`config.mk`:
```
export PLATFORM = sky130hd
export DESIGN_NAME = vec_mem_unit
export DESIGN_NICKNAME = d
export VERILOG_FILES = /design/src/rtl/vec_pkg.sv /design/src/rtl/vec_elem_sel.sv /design/src/rtl/vec_mem_unit.sv
export SDC_FILE = /design/constraint.sdc
export NUM_CORES = 1
export LEC_CHECK = 0
export BUFFER_PORTS_ARGS = -buffer_cell sky130_fd_sc_hd__buf_2
export CAP_MARGIN = 20
export CORE_ASPECT_RATIO = 1.1
export CORE_MARGIN = 3
export CORE_UTILIZATION = 30
export CTS_CLUSTER_DIAMETER = 40
export CTS_CLUSTER_SIZE = 28
export DETAILED_ROUTE_END_ITERATION = 6
export GPL_TIMING_DRIVEN = 1
export HOLD_SLACK_MARGIN = 0.03
export PLACE_DENSITY = 0.54
export SYNTH_ARGS = -nofsm -noshare
export SYNTH_HDL_FRONTEND = slang
export SYNTH_SLANG_ARGS = --single-unit
```
`constraint.sdc`:
```
create_clock -name clk -period 27.9 [get_ports clk]
set_input_delay 5.58 -clock clk [delete_from_list [all_inputs] [get_ports clk]]
set_output_delay 5.58 -clock clk [all_outputs]
set_load 0.02 [all_outputs]
```
`src/rtl/vec_pkg.sv`:
```
// rtl/vec_pkg.sv - shared widths, opcodes and FSM encoding for the vector memory unit
package vec_pkg;

  localparam int ELEM_W   = 16;
  localparam int NUM_ELEM = 16;
  localparam int VEC_W    = ELEM_W * NUM_ELEM;
  localparam int ADDR_W   = 16;
  localparam int SEL_W    = $clog2(NUM_ELEM);
  localparam int CNT_W    = SEL_W + 1;

  localparam logic [3:0] VLD = 4'b0100;
  localparam logic [3:0] VST = 4'b0101;

  localparam logic [1:0] ST_IDLE  = 2'd0;
  localparam logic [1:0] ST_ISSUE = 2'd1;
  localparam logic [1:0] ST_DRAIN = 2'd2;
  localparam logic [1:0] ST_DONE  = 2'd3;

endpackage

```
`src/rtl/vec_elem_sel.sv`:
```
// rtl/vec_elem_sel.sv - combinational 16:1 element picker feeding mem_wdata
module vec_elem_sel
  import vec_pkg::*;
(
  input  logic [VEC_W-1:0]  vec_i,
  input  logic [SEL_W-1:0]  sel_i,
  output logic [ELEM_W-1:0] elem_o
);

  always_comb begin
    elem_o = '0;
    for (int i = 0; i < NUM_ELEM; i++) begin
      if (sel_i == SEL_W'(i)) elem_o = vec_i[i*ELEM_W +: ELEM_W];
    end
  end

endmodule

```
`src/rtl/vec_mem_unit.sv`:
```
// rtl/vec_mem_unit.sv - moves a 256-bit vector to/from 16-bit data memory, one element per grant
module vec_mem_unit
  import vec_pkg::*;
(
  input  logic              clk,
  input  logic              rst,
  input  logic              start,
  input  logic              is_store,
  input  logic [ADDR_W-1:0] base_addr,
  input  logic [VEC_W-1:0]  st_data,
  output logic              busy,
  output logic              done,
  output logic [VEC_W-1:0]  ld_data,
  output logic              mem_req,
  output logic              mem_we,
  output logic [ADDR_W-1:0] mem_addr,
  output logic [ELEM_W-1:0] mem_wdata,
  input  logic              mem_gnt,
  input  logic              mem_rvalid,
  input  logic [ELEM_W-1:0] mem_rdata
);

  logic [1:0]        state_q, state_d;
  logic              is_store_q, is_store_d;
  logic [ADDR_W-1:0] base_q, base_d;
  logic [VEC_W-1:0]  st_data_q, st_data_d;
  logic [VEC_W-1:0]  ld_data_q, ld_data_d;
  logic [CNT_W-1:0]  issue_cnt_q, issue_cnt_d;
  logic [CNT_W-1:0]  resp_cnt_q, resp_cnt_d;
  logic [ELEM_W-1:0] st_elem;
  logic              issuing, grant, resp_take, last_grant, last_resp;

  assign issuing    = (state_q == ST_ISSUE);
  assign grant      = issuing && mem_gnt;
  // Responses only count for loads in flight and never past the last element.
  assign resp_take  = mem_rvalid && !is_store_q
                      && (issuing || state_q == ST_DRAIN)
                      && (resp_cnt_q < CNT_W'(NUM_ELEM));
  assign last_grant = grant && (issue_cnt_q == CNT_W'(NUM_ELEM - 1));
  assign last_resp  = resp_take && (resp_cnt_q == CNT_W'(NUM_ELEM - 1));

  vec_elem_sel u_elem_sel (
    .vec_i  (st_data_q),
    .sel_i  (issue_cnt_q[SEL_W-1:0]),
    .elem_o (st_elem)
  );

  always_comb begin
    state_d     = state_q;
    is_store_d  = is_store_q;
    base_d      = base_q;
    st_data_d   = st_data_q;
    ld_data_d   = ld_data_q;
    issue_cnt_d = issue_cnt_q;
    resp_cnt_d  = resp_cnt_q;

    case (state_q)
      ST_IDLE: begin
        if (start) begin
          is_store_d  = is_store;
          base_d      = base_addr;
          st_data_d   = st_data;
          issue_cnt_d = '0;
          resp_cnt_d  = '0;
          if (!is_store) ld_data_d = '0;
          state_d     = ST_ISSUE;
        end
      end
      ST_ISSUE: begin
        if (last_grant) state_d = is_store_q ? ST_DONE : ST_DRAIN;
      end
      ST_DRAIN: begin
        if (last_resp) state_d = ST_DONE;
      end
      default: state_d = ST_IDLE;
    endcase

    if (grant) issue_cnt_d = issue_cnt_q + CNT_W'(1);
    if (resp_take) begin
      ld_data_d[resp_cnt_q[SEL_W-1:0]*ELEM_W +: ELEM_W] = mem_rdata;
      resp_cnt_d = resp_cnt_q + CNT_W'(1);
    end
  end

  always_ff @(posedge clk or posedge rst) begin
    if (rst) begin
      state_q     <= ST_IDLE;
      is_store_q  <= 1'b0;
      base_q      <= '0;
      st_data_q   <= '0;
      ld_data_q   <= '0;
      issue_cnt_q <= '0;
      resp_cnt_q  <= '0;
    end else begin
      state_q     <= state_d;
      is_store_q  <= is_store_d;
      base_q      <= base_d;
      st_data_q   <= st_data_d;
      ld_data_q   <= ld_data_d;
      issue_cnt_q <= issue_cnt_d;
      resp_cnt_q  <= resp_cnt_d;
    end
  end

  // Outputs decode straight from state so an async reset drops mem_req at once.
  assign busy      = issuing || (state_q == ST_DRAIN);
  assign done      = (state_q == ST_DONE);
  assign ld_data   = ld_data_q;
  assign mem_req   = issuing;
  assign mem_we    = issuing && is_store_q;
  assign mem_addr  = issuing ? (base_q + ADDR_W'(issue_cnt_q)) : '0;
  assign mem_wdata = (issuing && is_store_q) ? st_elem : '0;

endmodule

```
=== Word-level counts from Yosys, hierarchy flattened ===
Cells that the tools add are included.

* Input port bits: 294
* Memories: 0
* Word-level logic and storage cells: 88
* RAM bits: 0
* Bits in registers: 541
* Latch bits: 0
* ROM bits: 0

* Reductions and logical operators: 19
* Magnitude comparators: 1
* Shift operators: 2
* $mul: 0
* $add $sub $neg: 4
* Divide/modulo/power cells: 0
* Bitwise gates (word level): 0
* Mux-type cells: 32
* Equal/unequal tests: 23

{| class="wikitable"
|+ Operators by type and width
! operator !! count
|-
| two-way mux 256 bit || 4
|-
| two-way mux 16 bit || 18
|-
| bitwise mux 256 bit || 1
|-
| variable shift 16 x 34 -> 256 bit, first input constant || 1
|-
| indexed part select 16 x 34 -> 256 bit || 1
|-
| negator 8 -> 34 bit || 1
|-
| == test 4 bit, second input constant || 8
|-
| two-way mux 5 bit || 4
|-
| adder 16 x 5 -> 16 bit || 1
|-
| == test 4 x 3 -> 1 bit, second input constant || 4
|-
| adder 5 x 1 -> 5 bit, second input constant || 2
|-
| == test 5 x 4 -> 1 bit, second input constant || 2
|-
| == test 4 x 2 -> 1 bit, second input constant || 2
|-
| nonzero test 2 bit || 4
|-
| logical AND 1 bit || 7
|-
| two-way mux 2 bit || 3
|-
| one-hot mux 2 bit (3 select lines) || 1
|-
| AND reduction 2 bit || 3
|-
| < comparator 5 bit, second input constant || 1
|-
| == test 2 bit, second input constant || 2
|-
| == test 4 x 1 -> 1 bit, second input constant || 1
|-
| logical NOT 4 bit || 1
|-
| != test 2 bit, second input constant || 2
|-
| AND reduction 3 bit || 1
|-
| 6 further kinds || 6
|}

=== Longest topological paths before layout ===
Gate-level depths: netlist of run 1.

* Depth in word-level cells: 18
* Mapped depth: 10
* Gate-level depth less buffers: 8

=== Modules after synthesis ===
From an unflattened synthesis of run 1, not the netlist that was laid out.

* Cell total of the unflattened synthesis: 2,109
* Area, all modules: 25,070.3 µm²

{| class="wikitable"
|+ Modules (own cells, without submodules)
! module !! cells an instance !! seq. area each (µm²) !! area each (µm²) !! instances
|-
| vec_mem_unit || 1,755 || 13,538.0 || 22,477.8 || 1
|-
| vec_elem_sel || 354 || 0.0 || 2,592.5 || 1
|}

=== Worst setup path before layout of run 1 ===
No wires, ideal clock.

* Path type: reg-to-output
* Start: register issue_cnt_q[0]
* End: output port mem_addr[12]
* Cell stages (with the launch flop): 8
* Data arrival time: 2,131 ps
* Setup slack: 20,189 ps
* Cells stage by stage: dfrtp_1 -> ha_1 -> fa_1 -> a21o_1 -> a21boi_0 -> nor3_1 -> xnor2_1 -> nor2_1

* Cells in the longest elaborated chain, start to end: 2

{| class="wikitable"
|+ Ends and longest elaborated chain
! what !! line !! RTL
|-
| start, declared || vec_mem_unit.sv:28 || <nowiki>logic [CNT_W-1:0] issue_cnt_q, issue_cnt_d;</nowiki>
|-
| start signal, assigned || vec_mem_unit.sv:100 || <nowiki>issue_cnt_q <= issue_cnt_d;</nowiki>
|-
| adder 16 x 5 -> 16 bit || vec_mem_unit.sv:111 || <nowiki>assign mem_addr = issuing ? (base_q + ADDR_W'(issue_cnt_q)) : '0;</nowiki>
|-
| two-way mux 16 bit || vec_mem_unit.sv:111 ||
|-
| end, declared || vec_mem_unit.sv:16 || <nowiki>output logic [ADDR_W-1:0] mem_addr,</nowiki>
|}

No other way between the ends.

=== Final worst setup path of run 1 ===
* Start: register issue_cnt_q[0]
* End: output port mem_wdata[8]

* Cells in the longest elaborated chain, start to end: 18
* Elaborated cells on any way between the ends: 33
* Classes of those cells: eq/ne (15); mux (17); reduce/logical (1)

{| class="wikitable"
|+ Ends and longest elaborated chain
! what !! line !! RTL
|-
| logical NOT 4 bit || vec_elem_sel.sv:13 || <nowiki>if (sel_i == SEL_W'(i)) elem_o = vec_i[i*ELEM_W +: ELEM_W];</nowiki>
|-
| two-way mux 16 bit (15 in series) || vec_elem_sel.sv:13 ||
|-
| two-way mux 16 bit (*) || vec_elem_sel.sv:13 ||
|-
| two-way mux 16 bit (*) || vec_mem_unit.sv:112 || <nowiki>assign mem_wdata = (issuing && is_store_q) ? st_elem : '0;</nowiki>
|-
| end, declared || vec_mem_unit.sv:17 || <nowiki>output logic [ELEM_W-1:0] mem_wdata,</nowiki>
|}

Every way passes the cells marked *; elsewhere a longest branch is shown, timed or not.

==> results of run 1 <==
==> through the flow <==
stage / hold WS [ns] / instance area (sq um)
after global placement: 0.477 / 27800
after global routing: 0.516 / 31000
after CTS: 0.498 / 30900
after floorplan: 0.473 / 24100
after detailed placement: 0.482 / 27800
final: 0.493 / 31000
==> cells in the mapped netlist, types with 5 or more instances <==
cell type / n
o22ai_1: 5
xor2_1: 8
o31ai_1: 16
and3_1: 6
nand2b_1: 17
a22oi_1: 5
a221oi_1: 27
o21ai_0: 236
buf_1: 27
o21bai_1: 12
dfrtp_1: 541
and2_1: 9
buf_2: 66
ha_1: 18
a32oi_1: 14
or3_1: 5
nor3_1: 19
nor2b_1: 31
o2bb2ai_1: 11
o2111a_1: 11
nand2_1: 206
o21ai_1: 12
nor2_1: 51
nand3_1: 211
inv_1: 22
mux2_2: 271
o211ai_1: 5
or2_2: 11
a21oi_1: 51
mux2i_1: 49
nor3b_1: 28
clkbuf_1: 69
==> tightest hold or removal path, stage by stage (launching register included) <==
cell     delay, ns
dfrtp_1       0.33
nand3_1       0.06
o21ai_0       0.06
==> final cells by class <==
cell class	count	area, sq um	area share (%)
Antenna cell	1	2.50	0.00808
Sequential cell	541	13500	43.7
Tap cell	1045	1310	4.22
Clock inverter	50	607	1.96
Multi-Input combinational cell	1413	9730	31.4
Timing Repair Buffer	615	3230	10.4
Clock buffer	112	2460	7.96
Inverter	22	90.1	0.291
==> where the power goes <==
part / internal (W) / switching [W]
Sequential: 0.00101 / 0.000176
Clock: 0.000715 / 0.000412
Combinational: 0.000371 / 0.000470
==> state kept, by name (all words and copies together) (netlist names) <==
name         cells
base_q          16
is_store_q       1
resp_cnt_q       5
state_q          2
issue_cnt_q      5
ld_data        256
st_data_q      256
==> metal layers <==
metal  track usage, %  wire length (microns)  part of all wire, %  vias up
li1                 -                      -                    -     8779
met3             6.58                   7650                  8.3      151
met5                0                     48                0.052        -
met2             37.0                  45200                   49      791
met4             7.80                   3190                  3.5        8
met1             24.8                  36000                   39     9900
==> worst max-delay path by stage <==
stage	from	slack (ns)	to	depth (start not counted)
floorplan	rst	7.20	base_q[0]$_DFFE_PP0P_	1
global placement	issue_cnt_q[0]$_DFFE_PP0P_	18.56	mem_wdata[8]	9
detailed placement	issue_cnt_q[0]$_DFFE_PP0P_	18.54	mem_wdata[8]	9
CTS	issue_cnt_q[0]$_DFFE_PP0P_	17.86	mem_wdata[8]	9
global route	issue_cnt_q[0]$_DFFE_PP0P_	17.72	mem_wdata[8]	9
finish	issue_cnt_q[0]$_DFFE_PP0P_	17.89	mem_wdata[8]	9
==> layout by cell type (no fill, tap or decap), types with 13 or more instances in the layout <==
cell type	Yosys	final
nor2_1	51	51
clkbuf_8	0	13
mux2_2	271	271
a32oi_1	14	14
nor3b_1	28	27
o21ai_0	236	236
buf_2	66	585
nor2b_1	31	30
mux2i_1	49	49
nand3_1	211	211
clkbuf_16	0	90
a221oi_1	27	27
nand2b_1	17	16
dfrtp_1	541	539
nand2_1	206	206
buf_4	4	26
inv_1	22	21
ha_1	18	15
nor3_1	19	19
o31ai_1	16	16
a21oi_1	51	51
==> logic make-up (layout without fill, tap and decap cells) <==
family / count (synthesis) / count (layout) / synth area share [%]
and+or+nand+nor: 620 / 620 / 12.8
xor gates and xnor gates: 12 / 12 / 0.436
adders and majority gates: 19 / 19 / 1.02
other: 0 / 1 / 0
DFF: 541 / 541 / 56.2
buffers and inverters: 192 / 799 / 3.50
AOI/OAI and AO/OA: 442 / 442 / 11.3
muxes: 320 / 320 / 14.7
==> impl_metrics.json, run 1 <==
{
  "timing.rr.end": "ld_data[255]$_DFF_PP0_",
  "fillers": 7789,
  "crit_slowest_cell": "or2_1",
  "ff2ff_setup_slack_ns": 24.32,
  "crit_chain": "inv_1, ha_2, buf_4, or2_1, o22ai_2, a21oi_1, o31ai_1, a21oi_1, buf_2",
  "drtPass1Iterations": 7,
  "slew_viol_final": 0,
  "grt_pass1_wl_microns": 135000,
  "hold_class": "reg -> reg",
  "die_area_sq_mm": 0.0837,
  "routedWlPerCell_microns": 24.2,
  "synthTopCellsByArea": "dfrtp_1, mux2_2, o21ai_0",
  "crit_family": "compound AO/OA/AOI/OAI gates",
  "min_to": "ld_data[183]$_DFF_PP0_",
  "worstSetupPathType": "reg -> out",
  "clkTransAtPathRegs_ns": 0.05,
  "path_max_fanout": 38,
  "holdCritStartpoint": "ld_data[183]$_DFF_PP0_",
  "rows": 108,
  "coreArea_sq_mm": 0.0792,
  "rsz0062_at_grt": "false",
  "skew_ns": 0.0207,
  "fp.dieH_microns": 303,
  "hold_depth": 2,
  "crit_arrival_ns": 4.43,
  "max_slew_margin_pct": 29.0,
  "drv_cap": 0,
  "ys_seq_elements": 541,
  "finalNonFillerCells": 3799,
  "path_common_cell": "a21oi_1",
  "synth.yosys.seq_area_share_pct": 56.2,
  "grt_pass1_vias": 20544,
  "synth.avg_cell_area_sq_um": 11.2,
  "dp.cells": 3634,
  "cts_tree": "built",
  "h-tree-depth": 3,
  "syn-num-nets": 2459,
  "timing.final.crit_share_pct": 35.9,
  "fin_tns_setup_ns": 0,
  "hpwl_microns": 67700,
  "fin_nets": 2994,
  "worst_pin_slew_ns": 1.06,
  "postSynth.asyncResetShare_pct": 100,
  "vias": 19629,
  "r2r_cells": 6,
  "max_freq_mhz": 99.9,
  "ir_worst_vdd_mv": 0.0555,
  "yosys.area.top_type": "dfrtp_1",
  "grt_start_max_net_pins": 115,
  "p_per_area_mw_per_mm2": 102,
  "grt-ovfl-total": 0,
  "synth_top_area_share_pct": 56.2,
  "syn_inst": 2146,
  "cts_repair_resize_count": 0,
  "status": "finished, final reports clean",
  "synth_edf_count": 0,
  "setup_viol": 0,
  "cts_made_buffers": 88,
  "clockBufferDepth": 3,
  "area_delta_synth_final_pct": 28.6,
  "vias_per_cell": 5.17,
  "drt_iter0_drc": 1559,
  "crit_buf_inv": 3,
  "drive_gt1_share_pct": 39.0,
  "wl_microns": 92100,
  "synth_area_sq_mm": 0.0241,
  "hold_buffers": 0,
  "io_buffers": 585,
  "period_minus_slack_ns": 10.01,
  "crit_path_end_kind": "primary output",
  "start_util_pct": 30.4,
  "worst_slack_ns": 17.89,
  "pre_cts_ws_ns": 18.54,
  "die_w_microns": 276,
  "synth_flop_cell": "dfrtp_1",
  "synthDistinctLibCells": 73,
  "cp.required_ns": 22.32,
  "clock_latency_ns": 0.63,
  "antenna_found_initial": 7,
  "utilization_pct": 39.1,
  "timing_hold_violations_final": 0,
  "grt_usage_pct": 21.3,
  "power_w": 0.00315,
  "postCtsSetupRepairBufs": 0,
  "yosysWarnings": 0,
  "drc_errors": 0,
  "p_leak_nw": 14.6,
  "startpoint_type": "flip-flop",
  "cts_sinks": 541,
  "place.gp.congestion": 0.918,
  "slowest_delay_ns": 0.68,
  "ant_nets": 0,
  "root_buffer": "clkbuf_16",
  "pin_count": 586,
  "rr_startpoint": "resp_cnt_q[0]$_DFFE_PP0P_"
}
(Power assumes the default switching activity.)
==> inputs of run 2 (changes only) <==
--- a/config.mk
+++ b/config.mk
@@ -15,7 +15,7 @@
 export DETAILED_ROUTE_END_ITERATION = 6
 export GPL_TIMING_DRIVEN = 1
 export HOLD_SLACK_MARGIN = 0.03
-export PLACE_DENSITY = 0.54
+export PLACE_DENSITY = 0.56
 export SYNTH_ARGS = -nofsm -noshare
 export SYNTH_HDL_FRONTEND = slang
 export SYNTH_SLANG_ARGS = --single-unit
==> constraint.sdc (replaced) <==
create_clock -name clk -period 8.6 [get_ports clk]
set_input_delay 1.72 -clock clk [delete_from_list [all_inputs] [get_ports clk]]
set_output_delay 1.72 -clock clk [all_outputs]
set_load 0.02 [all_outputs]
==> run 2 against run 1 <==
The run now ends with design-rule violations left; setup slack got worse by 15 ns; clock skew up 0.015 ns; final cell count up 0.13%; combinational power rose to 3.2 times the previous value; critical path type unchanged; largest cell class unchanged.
==> impl_metrics.json, run 2 (synthesis gave the netlist of run 1 again) <==
{
  "status": "finished, violations left",
  "violations": "design-rule violations",
  "setup_viol": 0,
  "die_w_microns": 276,
  "final_cell_mix": "buf_2, dfrtp_1, mux2_2",
  "max_freq_mhz": 165,
  "timing.final.crit_share_pct": 70.6,
  "cts_tree": "built",
  "grt_pass1_vias": 19716,
  "grt-ovfl-total": 0,
  "worst_pin_slew_ns": 1.06,
  "layout_commonest_cell": "buf_2",
  "clock_latency_ns": 0.64,
  "drt_iter0_drc": 1391,
  "grt_usage_pct": 21.2,
  "p_per_area_mw_per_mm2": 334,
  "cp.required_ns": 6.88,
  "area_delta_synth_final_pct": 29.1,
  "cts_repair_resize_count": 0,
  "drtPass1Iterations": 7,
  "p_leak_nw": 14.6,
  "pin_count": 586,
  "clkTransAtPathRegs_ns": 0.05,
  "period_minus_slack_ns": 6.08,
  "vias": 19371,
  "drive_gt1_share_pct": 39.4,
  "crit_arrival_ns": 4.36,
  "root_buffer": "clkbuf_16",
  "rows": 108,
  "skew_ns": 0.0360,
  "cts_made_buffers": 92,
  "hold_buffers": 0,
  "start_util_pct": 30.4,
  "die_area_sq_mm": 0.0837,
  "grt_pass1_wl_microns": 133000,
  "hpwl_microns": 65900,
  "grt_start_max_net_pins": 180,
  "drv_cap": 0,
  "pre_cts_ws_ns": 3.16,
  "worstSetupPathType": "reg -> out",
  "fin_nets": 2992,
  "h-tree-depth": 3,
  "slew_viol_final": 0,
  "startpoint_type": "flip-flop",
  "ir_worst_vdd_mv": 0.205,
  "antenna_found_initial": 12,
  "vias_per_cell": 5.09,
  "clockBufferDepth": 3,
  "drc_errors": 4,
  "place.gp.congestion": 0.912,
  "rsz0062_at_grt": "false",
  "ant_nets": 0,
  "wl_microns": 91100,
  "worst_slack_ns": 2.52,
  "cts_sinks": 541,
  "path_max_fanout": 68,
  "routedWlPerCell_microns": 23.9,
  "hold_class": "reg -> reg",
  "io_buffers": 585,
  "fp.dieH_microns": 303,
  "postCtsSetupRepairBufs": 0,
  "timing_hold_violations_final": 0,
  "fin_tns_setup_ns": 0,
  "crit_path_end_kind": "primary output",
  "max_slew_margin_pct": 29.6,
  "coreArea_sq_mm": 0.0792
}
==> run 2: through the flow <==
step | instances | util, % | power (W) | area [sq um] | hold slack, ns
floorplan | 2146 | - | 0.00557 | 24100 | 0.473
global placement | 3628 | 35.1 | 0.00664 | 27800 | 0.475
detailed placement | 3629 | 35.2 | 0.00665 | 27800 | 0.479
CTS | 3800 | 39.2 | 0.0105 | 31100 | 0.495
global route | 3801 | 39.3 | 0.0109 | 31100 | 0.515
finish | 3804 | 39.3 | 0.0104 | 31100 | 0.485
==> run 2: power breakdown <==
part | switching (W) | total [W] | internal [W]
clock network | 0.00146 | 0.00376 | 0.00231
logic | 0.00150 | 0.00270 | 0.00120
registers | 0.000643 | 0.00391 | 0.00327
total | 0.00360 | 0.0104 | 0.00678
==> run 2: per-layer routing <==
layer / vias up / GRT usage, % / wire (microns)
met5: - / 0 / 98
met4: 14 / 8.89 / 3820
met3: 170 / 7.56 / 8380
met2: 812 / 34.9 / 43300
met1: 9600 / 25.1 / 35500
li1: 8775 / - / -
==> run 2: cell type report <==
class	instances	area (sq um)
Antenna cell	3	7.51
Fill cell	7817	48100
Clock inverter	71	801
Inverter	22	86.3
Timing Repair Buffer	609	3210
Multi-Input combinational cell	1413	9730
Sequential cell	541	13500
Clock buffer	100	2410
Tap cell	1045	1310
==> run 2: worst max-delay path, stage by stage (launching register included) <==
cell,delay [ns]
dfrtp_1,0.45
inv_1,0.12
ha_2,0.16
buf_4,0.58
inv_1,0.59
nand4_1,0.72
o2111a_1,0.39
o31ai_1,0.17
a21oi_1,0.30
buf_2,0.23
==> run 2: final timing paths <==
path                                            start                    endpoint  slack, ns  depth (start not counted)
setup / recovery           issue_cnt_q[0]$_DFFE_PP0P_                mem_wdata[3]       2.52                          9
hold / removal                  ld_data[80]$_DFF_PP0_       ld_data[80]$_DFF_PP0_       0.49                          2
min in group asynchronous                         rst      base_q[14]$_DFFE_PP0P_       1.26                          3
max in group asynchronous                         rst  st_data_q[209]$_DFFE_PP0P_       5.91                          4
hold reg to reg                 ld_data[80]$_DFF_PP0_       ld_data[80]$_DFF_PP0_       0.49                          2
setup reg to reg            resp_cnt_q[0]$_DFFE_PP0P_       ld_data[78]$_DFF_PP0_       5.11                          7
